File: config.mk
export PLATFORM = sky130hd
export DESIGN_NAME = cv32e40p_ft_fault_manager
export DESIGN_NICKNAME = d
export VERILOG_FILES = /design/src/rtl/cv32e40p_ft_fault_manager.sv
export SDC_FILE = /design/constraint.sdc
export NUM_CORES = 1
export LEC_CHECK = 0
export ABC_AREA = 1
export CAP_MARGIN = 40
export CORE_MARGIN = 3
export CORE_UTILIZATION = 43
export DETAILED_ROUTE_END_ITERATION = 10
export PLACE_DENSITY = 0.78
export SYNTH_ARGS = -nofsm -noshare
export SYNTH_HDL_FRONTEND = slang
export SYNTH_SLANG_ARGS = --single-unit
File: constraint.sdc
create_clock -name clk_i -period 1.9 [get_ports clk_i]
set_input_delay 0.19 -clock clk_i [delete_from_list [all_inputs] [get_ports clk_i]]
set_output_delay 0.19 -clock clk_i [all_outputs]
set_load 0.02 [all_outputs]
File: src/rtl/cv32e40p_ft_fault_manager.sv
// Fault tracking and recovery controller downstream of the triple-modular voter.
// Tracks per-replica leaky error counters, requests resyncs and halts on uncorrectable events.
module cv32e40p_ft_fault_manager #(
    parameter int DATA_WIDTH   = 32,
    parameter int CNT_WIDTH    = 4,
    parameter int THRESHOLD    = 4,
    parameter int DECAY_PERIOD = 8
) (
    input  logic                  clk_i,
    input  logic                  rst_i,
    input  logic                  valid_i,
    input  logic [DATA_WIDTH-1:0] a_i,
    input  logic [DATA_WIDTH-1:0] b_i,
    input  logic [DATA_WIDTH-1:0] c_i,
    input  logic [DATA_WIDTH-1:0] winner_i,
    input  logic                  fault_i,
    input  logic                  resync_ack_i,
    input  logic                  clear_i,
    output logic                  resync_req_o,
    output logic [1:0]            faulty_replica_o,
    output logic [2:0]            permanent_o,
    output logic                  halt_o,
    output logic [15:0]           fault_count_o
);

    // state  | meaning
    // S_IDLE | no recovery action pending
    // S_REQ  | resync requested, waiting for ack
    // S_HALT | uncorrectable condition, waiting for clear
    typedef enum logic [1:0] {
        S_IDLE = 2'd0,
        S_REQ  = 2'd1,
        S_HALT = 2'd2
    } state_t;

    localparam int TW = (DECAY_PERIOD > 1) ? $clog2(DECAY_PERIOD) : 1;
    localparam logic [TW-1:0]        TIMER_MAX = TW'(DECAY_PERIOD - 1);
    localparam logic [CNT_WIDTH-1:0] CNT_MAX   = '1;
    localparam logic [CNT_WIDTH-1:0] THR       = CNT_WIDTH'(THRESHOLD);

    state_t               state_q, state_d;
    logic [CNT_WIDTH-1:0] cnt_q [3];
    logic [CNT_WIDTH-1:0] cnt_d [3];
    logic [2:0]           perm_q, perm_d;
    logic [TW-1:0]        timer_q, timer_d;
    logic [1:0]           fr_q, fr_d;
    logic [15:0]          fc_q, fc_d;

    logic [2:0] m;
    logic       onehot;
    logic       ev_clean;
    logic       ev_single;
    logic       ev_unc;

    assign m[0]   = (a_i != winner_i);
    assign m[1]   = (b_i != winner_i);
    assign m[2]   = (c_i != winner_i);
    assign onehot = (m == 3'b001) || (m == 3'b010) || (m == 3'b100);

    // A single mismatch the voter did not flag is a voter inconsistency, hence uncorrectable.
    assign ev_clean  = valid_i && (m == 3'b000) && !fault_i;
    assign ev_single = valid_i && onehot && fault_i;
    assign ev_unc    = valid_i && !ev_clean && !ev_single;

    always_comb begin
        cnt_d   = cnt_q;
        perm_d  = perm_q;
        timer_d = timer_q;
        fr_d    = fr_q;
        fc_d    = fc_q;
        if (clear_i) begin
            for (int k = 0; k < 3; k++) cnt_d[k] = '0;
            perm_d  = '0;
            timer_d = '0;
        end else if (ev_single) begin
            timer_d = '0;
            if (fc_q != 16'hFFFF) fc_d = fc_q + 16'd1;
            for (int k = 0; k < 3; k++) begin
                if (m[k]) begin
                    fr_d = 2'(k);
                    if (!perm_q[k]) begin
                        if (cnt_q[k] != CNT_MAX) cnt_d[k] = cnt_q[k] + CNT_WIDTH'(1);
                        if (cnt_d[k] >= THR) perm_d[k] = 1'b1;
                    end
                end
            end
        end else if (ev_unc) begin
            if (fc_q != 16'hFFFF) fc_d = fc_q + 16'd1;
        end else if (ev_clean) begin
            if (timer_q == TIMER_MAX) begin
                timer_d = '0;
                for (int k = 0; k < 3; k++) begin
                    if (!perm_q[k] && cnt_q[k] != '0) cnt_d[k] = cnt_q[k] - CNT_WIDTH'(1);
                end
            end else begin
                timer_d = timer_q + TW'(1);
            end
        end
    end

    always_comb begin
        state_d = state_q;
        if (clear_i) begin
            state_d = S_IDLE;
        end else begin
            case (state_q)
                S_IDLE: begin
                    if (ev_unc)         state_d = S_HALT;
                    else if (ev_single) state_d = S_REQ;
                end
                S_REQ: begin
                    // A fresh fault arriving with the ack keeps the request up without a gap.
                    if (ev_unc)                         state_d = S_HALT;
                    else if (resync_ack_i && !ev_single) state_d = S_IDLE;
                end
                S_HALT:  state_d = S_HALT;
                default: state_d = S_IDLE;
            endcase
        end
    end

    always_ff @(posedge clk_i or posedge rst_i) begin
        if (rst_i) begin
            state_q <= S_IDLE;
            for (int k = 0; k < 3; k++) cnt_q[k] <= '0;
            perm_q  <= '0;
            timer_q <= '0;
            fr_q    <= 2'd3;
            fc_q    <= '0;
        end else begin
            state_q <= state_d;
            for (int k = 0; k < 3; k++) cnt_q[k] <= cnt_d[k];
            perm_q  <= perm_d;
            timer_q <= timer_d;
            fr_q    <= fr_d;
            fc_q    <= fc_d;
        end
    end

    assign resync_req_o     = (state_q == S_REQ);
    assign halt_o           = (state_q == S_HALT);
    assign faulty_replica_o = fr_q;
    assign permanent_o      = perm_q;
    assign fault_count_o    = fc_q;

endmodule

==> flow_metrics.env <==
export IMPL_async_flop_share=1.00
export IMPL_nets=1205
export IMPL_die_h_um=113
export IMPL_ys_ff_latch=38
export IMPL_stdcell_area_sq_um=7200
export IMPL_slew_headroom=0.677
export IMPL_r2r_end="cnt_q[4]"
export IMPL_clk_pin_slew_ns=0.06
export IMPL_drtPass1Iterations=5
export IMPL_routedWlPerCell_um=12.2
export IMPL_p_per_area_nw_per_um2=618
export IMPL_place_inst=1185
export IMPL_ys_types=39
export IMPL_antenna_found_initial=0
export IMPL_dp_hpwl_um=11400
export IMPL_ys_seq_area_frac=0.194
export IMPL_skew_ns=0.00814
export IMPL_post_route_min_period_ns=1.87
export IMPL_die_area_sq_um=12700
export IMPL_max_cap_violations=0
export IMPL_worstSkewPairLatency_ns=0.29
export IMPL_synthToLayoutAreaGrowth_pct=46.7
export IMPL_status="completed"
export IMPL_crit_path_start_kind="input pin"
export IMPL_hold_path_class="in2async"
export IMPL_placed_area_sq_um=6920
export IMPL_grt_pass1_vias=5129
export IMPL_grt_use_total=0.221
export IMPL_drive_gt1_frac=0.267
export IMPL_ys_flop_type="dfrtp_1"
export IMPL_cts_buffers=5
export IMPL_critical_path_class="in2reg"
export IMPL_synth_fp_nets=1001
export IMPL_synth_edf_count=0
export IMPL_cts_root_buf="clkbuf_16"
export IMPL_synth_avg_cell_area_sq_um=5.72
export IMPL_setup_viol=0
export IMPL_p_leak_nw=4.03
export IMPL_io_pins=157
export IMPL_vias=5643
export IMPL_yosys_area_top_type="nand2_1"
export IMPL_n_antenna_cell=0
export IMPL_utilization=0.656
export IMPL_overflow=0
export IMPL_grt_pass1_wl_um=23600
export IMPL_synth_top_area_share=0.251
export IMPL_hold_buffers=0
export IMPL_endpoint="cnt_q[2]"
export IMPL_reg2reg_from="cnt_q[4]"
export IMPL_htreeDepth=2
export IMPL_final_hold_viol_count=0
export IMPL_yosys_warnings=0
export IMPL_numClockSinks=38
export IMPL_fmax_mhz=535
export IMPL_worst_r2r_setup_slack_ns=0.19
export IMPL_fin_cells=1203
export IMPL_wirelength_um=14700
export IMPL_die_w_um=113
export IMPL_cp_arrival_ns=2.05
export IMPL_syn_area_sq_um=4910
export IMPL_synthTopCellsByArea="nand2_1 25%, dfrtp_1 18%, inv_1 11%"
export IMPL_rsz0062_at_grt="true"
export IMPL_core_rowCount=38
export IMPL_startpoint="c_i[5]"
export IMPL_end_kind="flip-flop"
export IMPL_r2r_cells=8
export IMPL_port_buffers=156
export IMPL_cp_max_fo=8
export IMPL_drc_errors=0
export IMPL_start_util=0.447
export IMPL_finalCritPeriodShare=0.985
export IMPL_cts_tree="done"
export IMPL_critPathRequiredTime_ns=2.08
export IMPL_core_area_sq_um=11000
export IMPL_tightestPinTransition_ns=0.485
export IMPL_drtIter0Drc=246
export IMPL_viasPerCell=4.69
export IMPL_ir_worst_vdd_uv=759
export IMPL_ant_nets=0
export IMPL_grt_max_degree=39
export IMPL_syn_inst=858
export IMPL_drv_slew=0
export IMPL_place_congestion=0.867
export IMPL_clockBufferDepth=2
[report_power, final]
| group | total [W] | leakage [nW] | internal [W] | switching, W |
|---|---|---|---|---|
| Clock | 0.000971 | 0.0760 | 0.000619 | 0.000352 |
| Combinational | 0.00228 | 3.47 | 0.00101 | 0.00127 |
| Sequential | 0.00120 | 0.477 | 0.00100 | 0.000201 |
[through the flow]
stage / TNS, ns / total power (W) / setup slack [ns] / hold slack (ns)
after floorplan: 0 / 0.00249 / 0.0100 / 0.253
after global placement: -18.95 / 0.00339 / -0.616 / 0.469
after detailed placement: -19.93 / 0.00342 / -0.657 / 0.464
after CTS: 0 / 0.00435 / 0.0000453 / 0.346
after global routing: -0.920 / 0.00480 / -0.0872 / 0.362
final: 0 / 0.00445 / 0.0294 / 0.314
[worst min path at each step]
| stage | start | end | cells past startpoint |
|---|---|---|---|
| floorplan | clear_i | permanent_o[1] | 1 |
| global placement | faulty_replica_o[0] | faulty_replica_o[0] | 2 |
| detailed placement | faulty_replica_o[0] | faulty_replica_o[0] | 2 |
| CTS | rst_i | state_q[0] | 3 |
| global route | rst_i | permanent_o[1] | 3 |
| finish | rst_i | cnt_q[6] | 3 |
[worst max-delay path, cell delays in order]
cell and delay, ns:
dlygate4sd2_1 0.24, nand2_1 0.07, nand2_1 0.06, nor2_2 0.11
nand2_1 0.07, nor2_2 0.13, nand2_2 0.08, nor2_4 0.15
buf_12 0.12, nand3_4 0.09, nand3_4 0.19, buf_8 0.17
o211ai_1 0.17, nand3_2 0.13, nand2_1 0.05
[cell usage in the layout, fill, tap and decap left out, types with 26 or more instances in the layout]
master,netlist,layout
nand2_1,328,295
inv_1,142,139
nor2_1,97,66
buf_4,3,53
xor2_1,50,50
clkbuf_2,0,50
nand2_2,5,35
dfrtp_1,36,35
nor2_2,4,33
nand3_1,45,33
dlygate4sd2_1,0,29
clkdlybuf4s50_1,0,28
clkdlybuf4s15_1,0,26
[layout make-up]
type	instances	area, sq um
inverter	162	613
clock buffer	5	125
tap	140	175
fill	1025	3780
sequential	38	955
clock inverter	3	45.0
timing repair buffer	216	1720
multi-input combinational	639	3560
[cells in the mapped netlist (2+ instances only)]
master    instances
dfrtp_1          36
nor4_1            2
inv_2            20
buf_4             3
nand4_1          10
o21a_1            2
buf_2             6
nand3_2           4
o31ai_1           2
nor3_1           10
xor2_1           50
nand2_1         328
nor2_2            4
nor2_4            3
nor2_1           97
o211ai_1          3
nand3b_1          5
nand2_2           5
ha_1              9
nand3_1          45
dfstp_2           2
xnor2_1          21
a21oi_1           9
o21ai_0          10
nand3_4           4
buf_6             6
o21ai_1           7
clkbuf_1          3
inv_1           142
[layer usage]
layer  part of all wire  up-vias  global-route usage
met3              0.064       24              0.0455
met5                  0        -                   0
met2               0.49      165               0.387
met1               0.43     2484               0.284
met4              0.018        0              0.0377
li1                   -     2970                   -
[cells by family after synthesis]
family,after synthesis,share of synthesized area
adder cells (fa/ha/maj),9,0.0229
AO/OA/AOI/OAI,36,0.0444
multiplexers,1,0.00204
XOR/XNOR,71,0.127
AND/OR/NAND/NOR,522,0.458
flip-flops,38,0.194
buffers and inverters,181,0.151
[state kept, by name, summed over array words and instances (netlist names)]
| name | flops |
|---|---|
| cnt_q | 12 |
| fault_count_o | 16 |
| faulty_replica_o | 2 |
| permanent_o | 3 |
| state_q | 2 |
| timer_q | 3 |
[what timing repair did]
action | 4_1_cts | 5_1_grt
pin swaps | 96 | 144
setup endpoints to repair | 38 | 30
resized for setup | 232 | 217
setup buffers | 7 | 2
gates cloned | 1 | 0
Note: power is estimated with default switching activity, not from simulation.
